File: src/rtl/io_timer_pkg.sv
// Shared definitions for the I/O-mapped timer: register map, CTRL/STAT bit layout, prescaler sizing.
// Latency: none (types, constants and a pure helper function only).
// Backpressure: not applicable.
package io_timer_pkg;

  localparam int DATA_W = 8;
  localparam int PS_W   = 3;

  // Register offsets within a bank (io_*addr[2:0]).
  typedef enum logic [2:0] {
    OFF_CTRL   = 3'd0,
    OFF_STAT   = 3'd1,
    OFF_COUNT  = 3'd2,
    OFF_RELOAD = 3'd3,
    OFF_CMP    = 3'd4,
    OFF_PRESC  = 3'd5,
    OFF_RSVD6  = 3'd6,
    OFF_RSVD7  = 3'd7
  } reg_off_e;

  // CTRL bit positions.
  localparam int CTRL_EN     = 0;
  localparam int CTRL_ARL    = 1;
  localparam int CTRL_IE     = 2;
  localparam int CTRL_PS_LSB = 3;

  // STAT bit positions.
  localparam int STAT_OVF = 0;
  localparam int STAT_CMF = 1;

  // Writable CTRL bits; the two reserved MSBs are never stored.
  localparam logic [DATA_W-1:0] CTRL_WMASK = 8'h3F;

  // CTRL register image, MSB first.
  typedef struct packed {
    logic [1:0]      rsvd;
    logic [PS_W-1:0] ps;
    logic            ie;
    logic            arl;
    logic            en;
  } ctrl_t;

  // Low-bit mask of the prescaler count that must be all ones for a tick:
  // ps=0 -> 8'h00 (every cycle), ps=7 -> 8'h7F (every 128 cycles).
  function automatic logic [DATA_W-1:0] ps_mask(input logic [PS_W-1:0] ps);
    logic [DATA_W-1:0] one;
    one = 8'h01;
    return (one << ps) - one;
  endfunction

endpackage

File: src/rtl/io_timer_if.sv
// Memory-controller I/O bus seen by one timer: read address/data and write address/data/strobe.
// Latency: read data is registered by the slave, valid one cycle after the read address.
// Backpressure: none; the slave accepts every write and every read address.
interface io_timer_if;
  import io_timer_pkg::*;

  logic [4:0]        io_readaddr;
  logic [DATA_W-1:0] io_readdata;
  logic [4:0]        io_writeaddr;
  logic [DATA_W-1:0] io_writedata;
  logic              io_write_en;

  modport master (
    output io_readaddr,
    output io_writeaddr,
    output io_writedata,
    output io_write_en,
    input  io_readdata
  );

  modport slave (
    input  io_readaddr,
    input  io_writeaddr,
    input  io_writedata,
    input  io_write_en,
    output io_readdata
  );

endinterface

File: src/rtl/io_timer_prescaler.sv
// Free-running 8-bit prescaler producing a timer tick when its low ps bits are all ones.
// Latency: tick is combinational from the registered count; count updates on the next edge.
// Backpressure: pause freezes the count and suppresses tick; clr returns the count to zero.
module timer_prescaler
  import io_timer_pkg::*;
(
  input  logic              clk,
  input  logic              reset,
  input  logic              en,
  input  logic              clr,
  input  logic              pause,
  input  logic [PS_W-1:0]   ps,
  output logic              tick,
  output logic [DATA_W-1:0] count
);

  logic [DATA_W-1:0] mask;
  logic              advance;

  assign mask    = ps_mask(ps);
  assign advance = en && !pause;
  assign tick    = advance && ((count & mask) == mask);

  // Count enabled, unstalled cycles; a clear restarts the division phase.
  always_ff @(posedge clk) begin
    if (reset) begin
      count <= '0;
    end else if (clr) begin
      count <= '0;
    end else if (advance) begin
      count <= count + 8'd1;
    end
  end

endmodule

File: src/rtl/io_timer.sv
// I/O-mapped 8-bit timer: CTRL/STAT/COUNT/RELOAD/CMP/PRESC registers, overflow and compare flags, level irq.
// Latency: registered read data one cycle after io_readaddr; writes take effect on the next edge.
// Backpressure: none; pause freezes counting and read data while writes are still accepted.
module io_timer
  import io_timer_pkg::*;
#(
  parameter logic [1:0] BANK = 2'd0
) (
  input  logic      clk,
  input  logic      reset,
  input  logic      pause,
  io_timer_if.slave bus,
  output logic      irq
);

  // Architectural state.
  ctrl_t             ctrl_q;
  logic [DATA_W-1:0] count_q;
  logic [DATA_W-1:0] reload_q;
  logic [DATA_W-1:0] cmp_q;
  logic              ovf_q;
  logic              cmf_q;
  logic [DATA_W-1:0] rdata_q;

  // Write decode.
  logic              wr_hit;
  reg_off_e          wr_off;
  logic              wr_ctrl;
  logic              wr_stat;
  logic              wr_count;
  logic              wr_reload;
  logic              wr_cmp;
  ctrl_t             ctrl_wdata;

  // Counter datapath.
  logic              presc_clr;
  logic              tick;
  logic [DATA_W-1:0] presc_count;
  logic [DATA_W-1:0] tick_count;
  logic              tick_wrap;
  logic              ovf_set;
  logic              cmf_set;
  logic              ovf_clr;
  logic              cmf_clr;

  // Read decode.
  logic              rd_hit;
  reg_off_e          rd_off;
  logic [DATA_W-1:0] rd_mux;

  assign wr_hit     = bus.io_write_en && (bus.io_writeaddr[4:3] == BANK);
  assign wr_off     = reg_off_e'(bus.io_writeaddr[2:0]);
  assign wr_ctrl    = wr_hit && (wr_off == OFF_CTRL);
  assign wr_stat    = wr_hit && (wr_off == OFF_STAT);
  assign wr_count   = wr_hit && (wr_off == OFF_COUNT);
  assign wr_reload  = wr_hit && (wr_off == OFF_RELOAD);
  assign wr_cmp     = wr_hit && (wr_off == OFF_CMP);
  assign ctrl_wdata = ctrl_t'(bus.io_writedata & CTRL_WMASK);

  // Restart the prescaler phase when the timer is stopped or its rate changes.
  assign presc_clr = wr_ctrl && (!ctrl_wdata.en || (ctrl_wdata.ps != ctrl_q.ps));

  timer_prescaler u_prescaler (
    .clk   (clk),
    .reset (reset),
    .en    (ctrl_q.en),
    .clr   (presc_clr),
    .pause (pause),
    .ps    (ctrl_q.ps),
    .tick  (tick),
    .count (presc_count)
  );

  // Value COUNT takes on a tick: increment, or wrap to RELOAD/zero at 8'hFF.
  always_comb begin
    tick_count = count_q + 8'd1;
    tick_wrap  = 1'b0;
    if (count_q == 8'hFF) begin
      tick_wrap  = 1'b1;
      tick_count = ctrl_q.arl ? reload_q : 8'h00;
    end
  end

  // Hardware flag events; a compare match only counts when the tick actually lands in COUNT.
  assign ovf_set = tick && tick_wrap;
  assign cmf_set = tick && !wr_count && (tick_count == cmp_q);
  assign ovf_clr = wr_stat && bus.io_writedata[STAT_OVF];
  assign cmf_clr = wr_stat && bus.io_writedata[STAT_CMF];

  // CTRL register; reserved bits are masked off before storage.
  always_ff @(posedge clk) begin
    if (reset) begin
      ctrl_q <= '0;
    end else if (wr_ctrl) begin
      ctrl_q <= ctrl_wdata;
    end
  end

  // COUNT register; a CPU write overrides a same-cycle tick.
  always_ff @(posedge clk) begin
    if (reset) begin
      count_q <= '0;
    end else if (wr_count) begin
      count_q <= bus.io_writedata;
    end else if (tick) begin
      count_q <= tick_count;
    end
  end

  // RELOAD and CMP are plain CPU-owned registers.
  always_ff @(posedge clk) begin
    if (reset) begin
      reload_q <= '0;
      cmp_q    <= '0;
    end else begin
      if (wr_reload) begin
        reload_q <= bus.io_writedata;
      end
      if (wr_cmp) begin
        cmp_q <= bus.io_writedata;
      end
    end
  end

  // Sticky flags: write-1-to-clear, with a same-cycle hardware set taking precedence.
  always_ff @(posedge clk) begin
    if (reset) begin
      ovf_q <= 1'b0;
      cmf_q <= 1'b0;
    end else begin
      ovf_q <= ovf_set || (ovf_q && !ovf_clr);
      cmf_q <= cmf_set || (cmf_q && !cmf_clr);
    end
  end

  assign rd_hit = (bus.io_readaddr[4:3] == BANK);
  assign rd_off = reg_off_e'(bus.io_readaddr[2:0]);

  // Read mux over the pre-write register state; no bypass from the write port.
  always_comb begin
    rd_mux = 8'h00;
    case (rd_off)
      OFF_CTRL:   rd_mux = ctrl_q;
      OFF_STAT:   rd_mux = {6'b0, cmf_q, ovf_q};
      OFF_COUNT:  rd_mux = count_q;
      OFF_RELOAD: rd_mux = reload_q;
      OFF_CMP:    rd_mux = cmp_q;
      OFF_PRESC:  rd_mux = presc_count;
      default:    rd_mux = 8'h00;
    endcase
  end

  // Read data register; holds during pause and returns zero for another bank.
  always_ff @(posedge clk) begin
    if (reset) begin
      rdata_q <= '0;
    end else if (!pause) begin
      rdata_q <= rd_hit ? rd_mux : 8'h00;
    end
  end

  assign bus.io_readdata = rdata_q;
  assign irq             = ctrl_q.ie && (ovf_q || cmf_q);

endmodule

File: src/flat_wrapper.sv
// flat-port wrapper written by rule: the top's interface ports become plain ports
module io_timer_flat import io_timer_pkg::*;
#(
  parameter logic [1:0] BANK = 2'd0
)
  (clk, reset, pause, irq, bus_io_readaddr, bus_io_writeaddr, bus_io_writedata, bus_io_write_en, bus_io_readdata);
  io_timer_if bus_i ();
  input  logic clk;
  input  logic reset;
  input  logic pause;
  output logic irq;
  input wire logic [$bits(bus_i.io_readaddr)-1:0] bus_io_readaddr;
  input wire logic [$bits(bus_i.io_writeaddr)-1:0] bus_io_writeaddr;
  input wire logic [$bits(bus_i.io_writedata)-1:0] bus_io_writedata;
  input wire logic [$bits(bus_i.io_write_en)-1:0] bus_io_write_en;
  output wire logic [$bits(bus_i.io_readdata)-1:0] bus_io_readdata;
  assign bus_i.io_readaddr = bus_io_readaddr;
  assign bus_i.io_writeaddr = bus_io_writeaddr;
  assign bus_i.io_writedata = bus_io_writedata;
  assign bus_i.io_write_en = bus_io_write_en;
  assign bus_io_readdata = bus_i.io_readdata;
  io_timer #(.BANK(BANK)) u_core (.clk(clk), .reset(reset), .pause(pause), .bus(bus_i), .irq(irq));
endmodule
File: config.mk
export PLATFORM = sky130hd
export DESIGN_NAME = io_timer_flat
export DESIGN_NICKNAME = d
export VERILOG_FILES = /design/src/rtl/io_timer_pkg.sv /design/src/rtl/io_timer_if.sv /design/src/rtl/io_timer_prescaler.sv /design/src/rtl/io_timer.sv /design/src/flat_wrapper.sv
export SDC_FILE = /design/constraint.sdc
export NUM_CORES = 1
export LEC_CHECK = 0
export ABC_AREA = 1
export ABC_CLOCK_PERIOD_IN_PS = 2800
export CAP_MARGIN = 20
export CORE_MARGIN = 2
export CORE_UTILIZATION = 34
export DETAILED_ROUTE_END_ITERATION = 8
export DONT_BUFFER_PORTS = 1
export SYNTH_ARGS = -nofsm -noshare
export SYNTH_HDL_FRONTEND = slang
export SYNTH_HIERARCHICAL = 1
export SYNTH_SLANG_ARGS = --single-unit
File: constraint.sdc
create_clock -name clk -period 2.8 [get_ports clk]
set_input_delay 0.84 -clock clk [delete_from_list [all_inputs] [get_ports clk]]
set_output_delay 0.84 -clock clk [all_outputs]
set_load 0.005 [all_outputs]
==> results.py, run 1 <==
metrics = {
    "status": {
        "status": "completed",
    },
    "power_and_ir_drop": {
        "finalPower_uw": 1260,
        "powerDensity_nw_per_um2": 417,
        "p_leak_uw": 0.00113,
        "ir_drop_v": 0.000181,
    },
    "clock_network": {
        "cts_root_buf": "clkbuf_8",
        "clk_path_buf_depth": 2,
        "cts_setup_buffers": 0,
        "hold_buffers": 0,
        "cts_max_level": 2,
        "path_clk_slew_ns": 0.10,
        "cts.sinks": 48,
        "clkLatencyLatePin_ns": 0.30,
        "post_cts_resized": 0,
        "cts_tree": "built",
        "numCtsBuffers": 5,
    },
    "global_routing": {
        "grt_pass1_wl_um": 13000,
        "grt_max_degree": 42,
        "grt-ovfl-total": 0,
        "grt_pass1_vias": 2641,
        "track_usage_pct": 18.4,
        "grt_antenna_before_repair": 0,
    },
    "place": {
        "placement.cell_area_um2": 2900,
        "dp_hpwl_um": 5950,
        "io_buffers": 0,
        "routabilityCongestion": 0.887,
    },
    "timing": {
        "fin_tns_setup_ns": 0,
        "grt_setup_unrepaired": "no",
        "clock_skew_ns": 0.00830,
        "slew_headroom_pct": 69.1,
        "setup_viol": 0,
        "hold_violations": 0,
        "tightest_slew_ns": 0.463,
        "slew_viol_final": 0,
        "whs_ns": 0.478,
        "fin_crit_ns": 1.97,
        "min_period_over_period_pct": 70.3,
        "clock.fmax_ghz": 0.508,
    },
    "cells_and_area": {
        "drive_above_1_share_pct": 8.04,
        "areaGrowthSynthToFinish_pct": 8.13,
        "fill_cells": 898,
        "fin_nets": 446,
        "diodes": 0,
        "final_area_um2": 3010,
        "multi_input_area_um2": 1590,
        "seq_area_um2": 961,
    },
    "synthesis": {
        "synth_fp_nets": 445,
        "synthArstFlopShare_pct": 0,
        "syn_area_um2": 2790,
        "ys_ff_latch": 48,
        "ys_seq_area_share_pct": 34.5,
        "ys_warn_count": 6,
        "ys.flop_type": "dfxtp_1",
        "avgSynthCellArea_um2": 6.62,
        "synthCells": 421,
        "synth_edf_count": 0,
        "synth_cell_types": 36,
    },
    "drt": {
        "routedWlPerCell_um": 14.8,
        "drt-total-wl_um": 7830,
        "via_count": 2766,
        "drcViolationCount": 0,
        "viasPerCell": 5.24,
        "antenna_left": 0,
        "initialDrtViolationCount": 203,
        "first_pass_iters": 4,
    },
    "worst_setup_path": {
        "critical_path_class": "input port to flop",
        "crit_fanout": 8,
        "required_ns": 3.00,
        "worstSetupStartpointType": "input port",
        "endpoint_kind": "flop",
        "arrival_ns": 2.17,
        "r2r_cells": 11,
    },
    "worst_hold_path": {
        "worstHoldPathCells": 2,
        "hold_path.class": "flop to flop",
    },
    "die": {
        "fp-row-count": 33,
        "ioPinCount": 31,
        "core_um2": 8090,
        "start_util_pct": 34.4,
        "die_h_um": 94.5,
        "die_x_um": 94.5,
        "dieArea_um2": 8940,
    },
    "run": {
        "cap_violations": 0,
    },
}
-- kinds of logic after synthesis --
family / count (synthesis) / share of synthesized area [%]
AND/OR/NAND/NOR: 226 / 37.4
AO/OA/AOI/OAI: 80 / 17.5
buffers and inverters: 61 / 8.40
flip-flops: 48 / 34.5
XOR/XNOR: 4 / 1.26
adder cells (fa/ha/maj): 2 / 0.898
-- worst max-delay path, cell delays in order --
cell and delay, ns:
nor2_1 0.08, nand2_1 0.10, nor2_1 0.16, inv_2 0.07, nor2_2 0.23, inv_1 0.16, a41oi_1 0.19, nor2_1 0.13
inv_1 0.13, nor3_1 0.07
-- metal layers --
metal | wire length, um | global-route usage (%) | vias up | part of all wire, %
met5 | 0 | 0 | - | 0
met2 | 3670 | 30.8 | 54 | 47
met1 | 3610 | 24.2 | 1302 | 46
met4 | 138 | 5.68 | 0 | 1.8
met3 | 418 | 3.11 | 10 | 5.3
li1 | - | - | 1400 | -
-- power by group --
group | internal [uW] | switching [uW]
registers | 687 | 5.60
clock network | 265 | 248
logic | 16.5 | 35.2
total | 968 | 288
-- layout make-up --
type / instances / share of cell area, %
multi-input combinational: 312 / 52.8
sequential: 48 / 31.9
clock inverter: 3 / 1.41
tap: 105 / 4.36
inverter: 52 / 6.48
clock buffer: 5 / 2.28
timing repair buffer: 3 / 0.748
-- cells in the final DEF (no fill, tap or decap), types with 3 or more instances in the layout --
cell / n
clkbuf_8: 5
o2111ai_1: 3
nand3_1: 33
dfxtp_1: 48
inv_1: 50
nand4_1: 9
nor3_1: 4
nor2_1: 40
a211oi_1: 14
nor2_2: 4
nand2_1: 118
buf_4: 3
a21oi_1: 25
xnor2_1: 4
o22ai_1: 4
o21ai_0: 16
a31oi_1: 8
nand2_2: 6
-- registers in the layout (all words and copies together) (netlist names) --
register,cells
u_core/cmf_q,1
u_core/u_prescaler/count,8
u_core/cmp_q,8
u_core/ctrl_q,6
u_core/bus.io_readdata,8
u_core/count_q,8
u_core/reload_q,8
u_core/ovf_q,1
-- cell usage after synthesis (2+ instances only) --
cell / count / area (um^2)
a22oi_1: 2 / 15.0
o21bai_1: 2 / 15.0
ha_1: 2 / 25.0
o22ai_1: 4 / 25.0
nand3_1: 33 / 165
a21oi_1: 25 / 125
clkbuf_1: 5 / 18.8
nor3_2: 2 / 20.0
a31oi_1: 8 / 50.1
o21ai_0: 16 / 80.1
nand4_1: 9 / 56.3
nand2_1: 118 / 443
nand2_4: 2 / 22.5
nor2_8: 2 / 40.0
inv_2: 2 / 7.51
nor2_1: 40 / 150
xnor2_1: 4 / 35.0
nand2_2: 6 / 37.5
nor2_2: 4 / 25.0
inv_1: 50 / 188
o2111ai_1: 3 / 26.3
a211oi_1: 14 / 105
buf_2: 4 / 20.0
dfxtp_1: 48 / 961
nand3b_1: 2 / 15.0
nor3_1: 4 / 20.0
-- worst paths after layout --
path,startpoint,endpoint,slack [ns]
max,bus_io_writeaddr[4],u_core/u_prescaler/count[4],0.83
min reg2reg,u_core/reload_q[3],u_core/reload_q[3],0.48
min,u_core/reload_q[3],u_core/reload_q[3],0.48
max reg2reg,u_core/count_q[1],u_core/cmf_q,0.88
-- through the flow --
step	utilization [%]	instances	setup WS [ns]
final	37.2	528	0.831
after global routing	37.2	528	0.580
after CTS	37.2	528	0.828
after detailed placement	35.9	520	0.492
after global placement	35.9	520	0.557
after floorplan	-	421	0.591
Note: power is estimated with default switching activity, not from simulation.
==> inputs of run 2 (changes only) <==
--- a/config.mk
+++ b/config.mk
@@ -6,7 +6,7 @@
 export NUM_CORES = 1
 export LEC_CHECK = 0
 export ABC_AREA = 1
-export ABC_CLOCK_PERIOD_IN_PS = 2800
+export ABC_CLOCK_PERIOD_IN_PS = 1600
 export CAP_MARGIN = 20
 export CORE_MARGIN = 2
 export CORE_UTILIZATION = 34
==> constraint.sdc (replaced) <==
create_clock -name clk -period 1.6 [get_ports clk]
set_input_delay 0.48 -clock clk [delete_from_list [all_inputs] [get_ports clk]]
set_output_delay 0.48 -clock clk [all_outputs]
set_load 0.005 [all_outputs]
==> results.py, run 2 (same netlist as run 1, synthesis figures left out) <==
metrics = {
    "status": {
        "status": "finished with violations",
        "violations": "setup timing",
    },
    "worst_setup_path": {
        "path_common_cell": "nand2_1",
        "worstSetupStartpointType": "flop",
        "endpoint_kind": "flop",
        "path_delay_family": "simple AND/OR/NAND/NOR gates",
        "slowest_stage": "dfxtp_2",
        "max_stage_delay_ns": 0.36,
        "required_ns": 1.84,
        "crit_chain": "ha_4, nand2_4, nor2_8, buf_6, nand3_1, nand2_1, nand2_1, nand2_1, nand2_2, nor2_4, nand3_2, a21oi_2",
        "arrival_ns": 1.88,
        "path_buf_inv": 1,
        "crit_fanout": 5,
        "critical_path_class": "flop to flop",
    },
    "drt": {
        "viasPerCell": 5.15,
        "via_count": 2985,
        "initialDrtViolationCount": 214,
        "drcViolationCount": 0,
        "first_pass_iters": 5,
        "antenna_left": 0,
        "routedWlPerCell_um": 14.8,
        "drt-total-wl_um": 8610,
    },
    "die": {
        "start_util_pct": 34.4,
        "die_x_um": 94.5,
        "fp-row-count": 33,
        "die_h_um": 94.5,
        "core_um2": 8090,
        "dieArea_um2": 8940,
        "ioPinCount": 31,
    },
    "timing": {
        "clock_skew_ns": 0.00641,
        "grt_setup_unrepaired": "yes",
        "tightest_slew_ns": 0.475,
        "fin_crit_ns": 1.63,
        "slew_headroom_pct": 68.3,
        "clock.fmax_ghz": 0.612,
        "hold_violations": 0,
        "setup_viol": 1,
        "min_period_over_period_pct": 102,
        "slew_viol_final": 0,
        "setup_ws_ns": -0.0332,
    },
    "worst_hold_path": {
        "hold_path.class": "input port to flop",
    },
    "power_and_ir_drop": {
        "powerDensity_nw_per_um2": 572,
        "p_leak_uw": 0.00140,
        "finalPower_uw": 2020,
        "ir_drop_v": 0.000377,
    },
    "place": {
        "routabilityCongestion": 0.910,
        "dp_hpwl_um": 6520,
        "io_buffers": 0,
        "placement.cell_area_um2": 3270,
        "place_inst": 564,
    },
    "global_routing": {
        "grt_pass1_vias": 2799,
        "track_usage_pct": 19.7,
        "grt_antenna_before_repair": 0,
        "grt_max_degree": 42,
        "grt_pass1_wl_um": 13600,
        "grt-ovfl-total": 0,
    },
    "run": {
        "cap_violations": 0,
    },
    "cells_and_area": {
        "fin_nets": 499,
        "layout_common_cells": "115 x nand2_1, 51 x buf_4, 46 x inv_1",
        "multi_input_area_um2": 1720,
        "diodes": 0,
        "instances_no_fill": 580,
        "seq_area_um2": 980,
        "final_area_um2": 3540,
        "fill_cells": 876,
        "layout_commonest_cell": "nand2_1",
        "drive_above_1_share_pct": 24.6,
        "areaGrowthSynthToFinish_pct": 27.1,
    },
    "clock_network": {
        "hold_buffers": 0,
        "numCtsBuffers": 5,
        "cts.sinks": 48,
        "path_clk_slew_ns": 0.09,
        "clk_path_buf_depth": 2,
        "cts_max_level": 2,
        "cts_root_buf": "clkbuf_8",
        "cts_tree": "built",
        "clkLatencyLatePin_ns": 0.30,
    },
}
==> run 2: cell count changes in the layout (fill, tap and decap cells not counted), sizes merged <==
cell / before / now
clkbuf: 5 / 6
buf: 3 / 56
bufinv: 1 / 0
clkinvlp: 1 / 0
==> run 2: worst register-to-register path: stages (launching register included) <==
cell	delay, ns
dfxtp_2	0.36
ha_4	0.15
nand2_4	0.08
nor2_8	0.15
buf_6	0.12
nand3_1	0.10
nand2_1	0.10
nand2_1	0.05
nand2_1	0.08
nand2_2	0.07
nor2_4	0.12
nand3_2	0.09
a21oi_2	0.11
==> run 2: power breakdown <==
part	leakage [uW]	internal [uW]	total (uW)	switching [uW]
Combinational	0.000968	46.4	119	72.4
Sequential	0.000392	1200	1210	8.17
Clock	0.0000410	298	701	402
Total	0.00140	1540	2020	483
==> run 2: per-stage QoR <==
| stage | setup WS, ns | setup TNS, ns | hold slack (ns) | util [%] |
|---|---|---|---|---|
| 2_1_floorplan | -0.0146 | -0.0146 | 0.453 | - |
| 3_3_place_gp | -0.0305 | -0.0305 | 0.468 | 40.4 |
| 3_5_place_dp | -0.0981 | -0.0981 | 0.462 | 40.4 |
| 4_1_cts | -0.0168 | -0.0168 | 0.223 | 42.2 |
| 5_1_grt | -0.123 | -0.153 | 0.212 | 43.8 |
| 6_report | -0.0332 | -0.0332 | 0.226 | 43.8 |
==> run 2: path summary, 6_finish.rpt <==
check,from,to,slack (ns),cells after the start
setup / recovery,u_core/count_q[0],u_core/cmf_q,-0.03,12
hold / removal,reset,u_core/ctrl_q[3],0.23,1
setup reg to reg,u_core/count_q[0],u_core/cmf_q,-0.03,12
hold reg to reg,u_core/bus.io_readdata[5],u_core/bus.io_readdata[5],0.48,2
==> run 2: metal layers <==
layer	part of all wire, %	track usage, %
met1	44	25.0
met2	49	33.3
met3	4.8	4.23
met4	2.4	6.16
met5	0	0
==> run 2: layout make-up <==
class / instances / share of cell area (%)
inverter: 52 / 5.58
sequential: 48 / 27.7
timing repair buffer: 56 / 12.4
clock inverter: 1 / 0.141
multi-input combinational: 312 / 48.4
clock buffer: 6 / 2.05
tap: 105 / 3.71
==> run 2: repair_timing <==
item,CTS,global route
resized for setup,11,28
gates cloned,0,0
endpoints found under the hold margin,0,0
setup buffers,5,4
endpoints found under the setup margin,1,9
pin swaps,5,13
==> inputs of run 3 (changes only) <==
--- a/config.mk
+++ b/config.mk
@@ -12,6 +12,7 @@
 export CORE_UTILIZATION = 34
 export DETAILED_ROUTE_END_ITERATION = 8
 export DONT_BUFFER_PORTS = 1
+export RECOVER_POWER = 25
 export SYNTH_ARGS = -nofsm -noshare
 export SYNTH_HDL_FRONTEND = slang
 export SYNTH_HIERARCHICAL = 1
==> results.py, run 3 (same netlist as run 1, synthesis figures left out) <==
metrics = {
    "global_routing": {
        "grt_antenna_before_repair": 0,
        "track_usage_pct": 19.7,
        "grt-ovfl-total": 0,
        "grt_max_degree": 42,
        "grt_pass1_vias": 2799,
        "grt_pass1_wl_um": 13600,
    },
    "timing": {
        "setup_ws_ns": -0.0348,
        "fin_tns_setup_ns": -0.0348,
        "fin_crit_ns": 1.63,
        "clock.fmax_ghz": 0.612,
        "min_period_over_period_pct": 102,
        "whs_ns": 0.226,
        "clock_skew_ns": 0.00622,
        "grt_setup_unrepaired": "yes",
        "setup_viol": 1,
        "slew_headroom_pct": 69.4,
        "hold_violations": 0,
        "slew_viol_final": 0,
        "tightest_slew_ns": 0.459,
    },
    "worst_setup_path": {
        "critical_path_class": "flop to flop",
        "crit_path_end": "u_core/cmf_q",
        "crit_fanout": 5,
        "r2r_start": "u_core/count_q[0]",
        "arrival_ns": 1.88,
        "max_stage_delay_ns": 0.36,
        "r2r_setup_slack_ns": -0.03,
        "startpoint": "u_core/count_q[0]",
        "path_common_cell": "nand2_1",
        "crit_chain": "ha_4, nand2_4, nor2_8, buf_6, nand3_1, nand2_1, nand2_1, nand2_1, nand2_2, nor2_4, nand3_2, a21oi_2",
        "required_ns": 1.84,
        "r2r_cells": 12,
        "slowest_stage": "dfxtp_2",
        "rr_endpoint": "u_core/cmf_q",
        "endpoint_kind": "flop",
        "worstSetupStartpointType": "flop",
    },
    "clock_network": {
        "path_clk_slew_ns": 0.09,
        "numCtsBuffers": 5,
        "clk_path_buf_depth": 2,
        "cts_tree": "built",
        "clkLatencyLatePin_ns": 0.30,
        "cts_root_buf": "clkbuf_8",
        "hold_buffers": 0,
        "cts.sinks": 48,
        "cts_max_level": 2,
    },
    "drt": {
        "first_pass_iters": 5,
        "viasPerCell": 5.14,
        "route.met3.wl_um": 421,
        "highest_layer": "met4",
        "antenna_left": 0,
        "initialDrtViolationCount": 217,
        "wl_met2_um": 4200,
        "wl_met1_um": 3780,
        "drt-total-wl_um": 8610,
        "drcViolationCount": 0,
        "routedWlPerCell_um": 14.8,
        "via_count": 2984,
    },
    "run": {
        "cap_violations": 0,
    },
    "power_and_ir_drop": {
        "powerDensity_nw_per_um2": 574,
        "p_leak_uw": 0.00139,
        "ir_drop_v": 0.000377,
        "finalPower_uw": 2020,
    },
    "place": {
        "placement.cell_area_um2": 3270,
        "routabilityCongestion": 0.910,
        "place_inst": 564,
        "io_buffers": 0,
        "dp_hpwl_um": 6520,
    },
    "status": {
        "violations": "setup timing",
        "status": "finished with violations",
    },
    "cells_and_area": {
        "areaGrowthSynthToFinish_pct": 26.5,
        "diodes": 0,
        "layout_common_cells": "115 x nand2_1, 49 x buf_4, 46 x inv_1",
        "drive_above_1_share_pct": 23.8,
        "final_area_um2": 3530,
        "layout_commonest_cell": "nand2_1",
        "fin_nets": 499,
        "instances_no_fill": 580,
    },
    "die": {
        "core_um2": 8090,
        "die_h_um": 94.5,
        "dieArea_um2": 8940,
        "start_util_pct": 34.4,
        "fp-row-count": 33,
        "die_x_um": 94.5,
        "ioPinCount": 31,
    },
    "worst_hold_path": {
        "hold_path.class": "input port to flop",
    },
}
-- run 3: cell count changes in the layout (fill, tap and decap cells not counted), sizes merged --
cell | before | now
buf | 56 | 54
clkbuf | 6 | 8
-- run 3: what timing repair did --
action | CTS | global route
pin swaps | 5 | 13
gates cloned | 0 | 0
setup buffers | 5 | 4
setup endpoints to repair | 1 | 9
gates resized for setup | 11 | 28
-- run 3: routing by layer --
metal / vias to the layer above / global-route usage, %
met3: 18 / 4.23
met4: 0 / 6.16
met1: 1365 / 25.0
met5: - / 0
met2: 88 / 33.3
li1: 1513 / -
-- run 3: critical path, delay by kind of cell, from the launching register on --
| kind | cells | cell delay, ns |
|---|---|---|
| simple gates | 9 | 0.84 |
| fa+ha+maj | 1 | 0.15 |
| buf+inv | 1 | 0.12 |
| flops | 1 | 0.36 |
| compound gates | 1 | 0.11 |
-- run 3: area by class of cell --
class                   count  area (um^2)
clock buffers               6         72.6
fillers                   879         4570
multi-input cells         312         1710
clock inverters             1         5.00
inverters                  52          198
well taps                 105          131
flip-flops and latches     48          980
repair buffers             56          432
-- run 3: how the worst min path moves through the flow --
stage          slack (ns)                       from  cells past startpoint                        end
2_1_floorplan        0.45  u_core/bus.io_readdata[7]                      2  u_core/bus.io_readdata[7]
3_3_place_gp         0.47         u_core/reload_q[2]                      2         u_core/reload_q[2]
3_5_place_dp         0.46         u_core/reload_q[2]                      2         u_core/reload_q[2]
4_1_cts              0.22                      reset                      1           u_core/ctrl_q[4]
5_1_grt              0.21                      reset                      1           u_core/ctrl_q[3]
6_report             0.23                      reset                      1           u_core/ctrl_q[3]
-- run 3: where the power goes --
part	switching (uW)	leakage (uW)	total, uW	internal [uW]
clock network	402	0.0000410	701	298
logic	71.7	0.000959	117	45.8
registers	8.19	0.000392	1210	1200
total	482	0.00139	2020	1540
-- run 3: through the flow --
stage	util, %	setup WS, ns
global route	43.6	-0.123
global placement	40.4	-0.0305
finish	43.6	-0.0348
detailed placement	40.4	-0.0981
floorplan	-	-0.0146
CTS	42.2	-0.0168
==> edit 1: new RTL, config.mk and constraints of run 1 <==
Register the output `irq`, cleared by the reset; this adds one clock of latency there. The other outputs are not delayed to match.
--- a/src/rtl/io_timer.sv
+++ b/src/rtl/io_timer.sv
@@ -160,7 +160,13 @@
   end
 
   assign bus.io_readdata = rdata_q;
-  assign irq             = ctrl_q.ie && (ovf_q || cmf_q);
+  always_ff @(posedge clk) begin
+    if (reset) begin
+      irq <= '0;
+    end else begin
+      irq <= ctrl_q.ie && (ovf_q || cmf_q);
+    end
+  end
 
 endmodule
 
Formal check against the unedited RTL: not equivalent (Yosys sat finds a counterexample within 4 cycles, from zero or initial values and one cycle with reset high).
==> edit 1 against run 1 <==
Final area increased by 1.5%. Synthesized area increased by 2.4%. First-iteration DRC count increased by 7.4%. Critical path depth increased by 1. Power increased by 3.2%. Wire length increased by 2.9%. Fmax decreased by 4.0%. Non-clock buffer count unchanged. Clock skew decreased by 0.00063 ns. Die area increased by 2.3%. Sequential cell count increased by 1. Setup slack got worse by 0.082 ns. Critical path type unchanged.
==> edit 1: results (changes against run 1) <==
[global_route]
grt_pass1_vias = 2535  ; -4.0%
grt_max_degree = 43  ; +2.4%
met3_usage_pct = 4.66  ; +1.6 points
grt_use_met2_pct = 28.7  ; -2.0 points
grt_pass1_wl_mm = 13.3  ; +1.8%
grt_use_total_pct = 19.0  ; +0.62 points

[run_status]
outcome = completed

[yosys]
synthMuxAreaShare_pct = 0  ; unchanged
synth-compound-area-share_pct = 18.3  ; +0.78 points
synth_cell_type_count = 40  ; +11%
async_flop_share_pct = 0  ; unchanged
yosys.area_share.adder_pct = 0.877  ; -0.021 points
yosys.area_share.xor_xnor_pct = 1.23  ; -0.029 points
synthCells = 429  ; +1.9%
synth_seq_area_share_pct = 34.4  ; -0.10 points
syn_nets = 453  ; +1.8%
netlist_top_cells_area = dfxtp_1, nand2_1, nand3_1

[clock_network]
cts_htree_levels = 2  ; unchanged
clkLatencyLatePin_ns = 0.31
cts_root_buf = clkbuf_8

[sta]
worstMarginPinSlew_ns = 0.433  ; -0.0299 ns
fin_skew_ns = 0.00766  ; -0.000634 ns

[route]
vias_per_cell = 5.30  ; +1.2%
drtIter0Drc = 218  ; +7.4%
wl_mm = 8.06  ; +2.9%
first_pass_iters = 5  ; +1
route.met3.wl_microns = 673  ; +61%
dr_wl_met2_mm = 3.56  ; -3.0%
m1WireLength_mm = 3.76  ; +4.3%

[pwr]
p_leak_nw = 1.16  ; +2.7%

[worst_setup_path]
cp_max_fo = 10  ; +2
crit_family = compound AO/OA/AOI/OAI gates
crit_start = pause
r2r_slack_ns = 0.76  ; -0.12 ns
cp_slowest_cell = a21oi_1
crit_path_max_incr_delay_ns = 0.31  ; +0.08 ns
crit_end = u_core/cmf_q
arrival_ns = 2.30  ; +0.13 ns

[place]
gp_congestion = 0.940  ; +6.0%
dp_hpwl_mm = 6.19  ; +3.9%

[cells_and_area]
fillers = 926  ; +3.1%
fin_cells = 533  ; +0.95%
drive_above_1_share_pct = 7.94  ; -0.094 points

## edit 1: cell count changes after synthesis, sizes merged, moves of 3 or more
cell           run 1  this run
clkbuf             5         8
nand2            126       116
nand3             34        40
o21ai             17        22
o31ai              1         4
## edit 1: power breakdown
group | total (mW) | switching (mW) | internal, mW
clock network | 0.537 | 0.245 | 0.292
logic | 0.0533 | 0.0358 | 0.0175
registers | 0.706 | 0.00501 | 0.701
total | 1.30 | 0.286 | 1.01
## edit 1: stage by stage
stage               setup slack [ns]  cell area (sq um)  power [mW]  utilization, %  hold WS (ns)
floorplan                      0.744               2850       0.773               -         0.444
global placement               0.554               2940       0.774            36.0         0.461
detailed placement             0.486               2940       0.775            36.0         0.466
CTS                            0.778               3060        1.31            37.4         0.478
global route                   0.611               3060        1.34            37.4         0.488
finish                         0.748               3060        1.30            37.4         0.479
## edit 1: cells by family (layout without fill, tap and decap cells)
family	count (synthesis)	count (layout)
adders and majority gates	2	2
buffers and inverters	66	65
xor gates and xnor gates	4	4
and+or+nand+nor	224	224
DFF	49	49
AOI/OAI and AO/OA	84	84
## edit 1: cell type report
cell class	count	area share, %
Sequential cell	49	32.1
Multi-Input combinational cell	314	52.5
Clock inverter	1	0.982
Clock buffer	7	2.82
Tap cell	105	4.30
Timing Repair Buffer	3	0.736
Inverter	54	6.63
## edit 1: worst min-delay path by stage
stage	startpoint	to	slack [ns]	cells after the start
after floorplan	u_core/ctrl_q[2]	u_core/irq	0.44	2
after global placement	u_core/reload_q[5]	u_core/reload_q[5]	0.46	2
after detailed placement	u_core/reload_q[5]	u_core/reload_q[5]	0.47	2
after CTS	u_core/reload_q[5]	u_core/reload_q[5]	0.48	2
after global routing	u_core/reload_q[3]	u_core/reload_q[3]	0.49	2
final	u_core/reload_q[3]	u_core/reload_q[3]	0.48	2
==> edit 2: new RTL, flow settings as in run 1 <==
Made on the original files. Reset style: asynchronous (`reset`), changed in 6 clocked blocks.
--- a/src/rtl/io_timer_prescaler.sv
+++ b/src/rtl/io_timer_prescaler.sv
@@ -22,7 +22,7 @@
   assign tick    = advance && ((count & mask) == mask);
 
   // Count enabled, unstalled cycles; a clear restarts the division phase.
-  always_ff @(posedge clk) begin
+  always_ff @(posedge clk or posedge reset) begin
     if (reset) begin
       count <= '0;
     end else if (clr) begin
--- a/src/rtl/io_timer.sv
+++ b/src/rtl/io_timer.sv
@@ -88,7 +88,7 @@
   assign cmf_clr = wr_stat && bus.io_writedata[STAT_CMF];
 
   // CTRL register; reserved bits are masked off before storage.
-  always_ff @(posedge clk) begin
+  always_ff @(posedge clk or posedge reset) begin
     if (reset) begin
       ctrl_q <= '0;
     end else if (wr_ctrl) begin
@@ -97,7 +97,7 @@
   end
 
   // COUNT register; a CPU write overrides a same-cycle tick.
-  always_ff @(posedge clk) begin
+  always_ff @(posedge clk or posedge reset) begin
     if (reset) begin
       count_q <= '0;
     end else if (wr_count) begin
@@ -108,7 +108,7 @@
   end
 
   // RELOAD and CMP are plain CPU-owned registers.
-  always_ff @(posedge clk) begin
+  always_ff @(posedge clk or posedge reset) begin
     if (reset) begin
       reload_q <= '0;
       cmp_q    <= '0;
@@ -123,7 +123,7 @@
   end
 
   // Sticky flags: write-1-to-clear, with a same-cycle hardware set taking precedence.
-  always_ff @(posedge clk) begin
+  always_ff @(posedge clk or posedge reset) begin
     if (reset) begin
       ovf_q <= 1'b0;
       cmf_q <= 1'b0;
@@ -151,7 +151,7 @@
   end
 
   // Read data register; holds during pause and returns zero for another bank.
-  always_ff @(posedge clk) begin
+  always_ff @(posedge clk or posedge reset) begin
     if (reset) begin
       rdata_q <= '0;
     end else if (!pause) begin
Behaviour: differs if reset is asserted again (counterexample within 4 cycles, from zero or initial values and one cycle with reset high); with reset held inactive, the same outputs for 4 cycles.
==> edit 2 against run 1 <==
Critical path type is now flip-flop to flip-flop. Count of clock-buffer cells in the layout grew 1. Sequential share of layout area is 5.8 points higher. Wire length up 2.9%. Synthesized area rose by 6.3%. Register-to-register slack got worse by 0.17 ns. Worst hold slack got worse by 0.12 ns. Final area up 5.9%. Sequential cell count unchanged. Setup slack lost 0.12 ns.
Power is not compared: it rests on default switching activity, and its combinational part moved more than twofold at a synthesized area within 25%.
==> edit 2: results (changes against run 1) <==
[sta]
worstMarginPinSlew_ns = 0.593  ; +0.131 ns
drv_slew = 0  ; unchanged
fin_skew_ns = 0.00882  ; +0.000521 ns

[yosys]
synth_seq_area_share_pct = 40.5  ; +6.1 points
netlist_top_cells_area = dfrtp_1, nand2_1, nand3_1
synth_flop_cell = dfrtp_1
ys_warn_count = 6  ; unchanged
synth_cell_type_count = 31  ; -14%
syn_nets = 448  ; +0.67%
yosys-top-cells-count = nand2_1, inv_1, nand3_1
async_flop_share_pct = 100  ; +100 points

[cells_and_area]
diodes = 0  ; unchanged
fillers = 929  ; +3.5%
drive_above_1_share_pct = 7.48  ; -0.56 points
final_nets = 451  ; +1.1%

[min_path]
min_path_type = input port to asynchronous set/reset pin

[global_route]
grt_pass1_wl_mm = 13.5  ; +3.3%
grt_pass1_vias = 2681  ; +1.5%
grt_max_degree = 41  ; -2.4%
antenna_found_initial = 0  ; unchanged
grt_use_total_pct = 17.7  ; -0.73 points

[worst_setup_path]
cp_slowest_cell = dfrtp_1
crit_path_max_incr_delay_ns = 0.47  ; +0.24 ns
crit_start = u_core/count_q[1]
arrival_ns = 2.34  ; +0.17 ns
cp_max_fo = 11  ; +3
crit_family = simple AND/OR/NAND/NOR gates

[clock_network]
cts_resized = 0  ; unchanged
clock_path_buffers = 2  ; unchanged
cts_root_buf = clkbuf_8
cts_htree_levels = 2  ; unchanged
post_cts_buffers = 0  ; unchanged
cts-buffers-inserted = 5  ; unchanged
clkLatencyLatePin_ns = 0.30  ; about the same
clkTransAtPathRegs_ns = 0.09

[place]
dp_hpwl_mm = 6.31  ; +6.0%
port_buffers = 0  ; unchanged
gp_congestion = 0.863  ; -2.7%

[route]
drc = 0  ; unchanged
wl_mm = 8.06  ; +2.9%
drtIter0Drc = 207  ; +2.0%
vias_per_cell = 5.17  ; -1.2%
first_pass_iters = 4  ; unchanged

[pwr]
p_leak_nw = 1.50
peakVddDrop_uv = 327
p_sw_share_pct = 39.7

[run_status]
outcome = completed

edit 2: area by class of cell:
class	count	area [sq um]	share of cell area (%)
multi-input cells	300	1460	45.7
clock inverters	2	35.0	1.10
repair buffers	5	37.5	1.18
flip-flops and latches	48	1200	37.7
well taps	108	135	4.24
inverters	67	251	7.89
clock buffers	6	72.6	2.28
edit 2: kinds of logic after synthesis:
group / synth area share [%]
adders and majority gates: 0.844
DFF: 40.5
AOI/OAI and AO/OA: 13.9
and+or+nand+nor: 33.2
xor gates and xnor gates: 1.18
buffers and inverters: 10.3
edit 2: metrics by stage:
step | cells | cell area (sq um) | setup WS (ns) | utilization [%] | hold slack, ns
finish | 536 | 3190 | 0.709 | 37.1 | 0.354
global placement | 528 | 3080 | 0.674 | 35.9 | 0.491
detailed placement | 528 | 3080 | 0.665 | 35.9 | 0.501
floorplan | 424 | 2960 | 0.669 | - | 0.473
global route | 536 | 3190 | 0.417 | 37.1 | 0.369
CTS | 536 | 3190 | 0.716 | 37.1 | 0.358
edit 2: worst paths after layout:
check | cells past startpoint | to | slack, ns
max reg2reg | 13 | u_core/cmf_q | 0.71
max in group asynchronous | 2 | u_core/count_q[7] | 1.88
min in group clk | 2 | u_core/bus.io_readdata[5] | 0.52
min reg2reg | 2 | u_core/bus.io_readdata[5] | 0.52
max | 13 | u_core/cmf_q | 0.71
min | 1 | u_core/u_prescaler/count[2] | 0.35
edit 2: power groups by stage:
stage / sequential [mW] / clock, mW / combinational [mW]
detailed placement: 1.10 / 0 / 0.680
floorplan: 0.994 / 0 / 0.577
global placement: 1.10 / 0 / 0.670
finish: 1.09 / 0.499 / 0.685
CTS: 1.09 / 0.520 / 0.684
global route: 1.12 / 0.554 / 0.790
edit 2: routing by layer:
layer / track usage (%) / vias to the layer above / wire [microns]
met5: 0 / - / 0
met4: 5.66 / 0 / 159
met3: 3.24 / 12 / 490
met2: 28.3 / 82 / 3600
met1: 24.3 / 1301 / 3810
li1: - / 1378 / -
edit 2: worst register-to-register path, cell delays in order (launching register included):
cell and delay (ns):
dfrtp_1 0.47, ha_1 0.31, nand2_2 0.11, nor2_4 0.30
nand2_2 0.20, nand2_1 0.15, nand2_1 0.07, nand2_1 0.05
nand2_1 0.04, inv_1 0.04, nand2_1 0.04, nor2_1 0.09
nand3_1 0.08, nand2_1 0.06
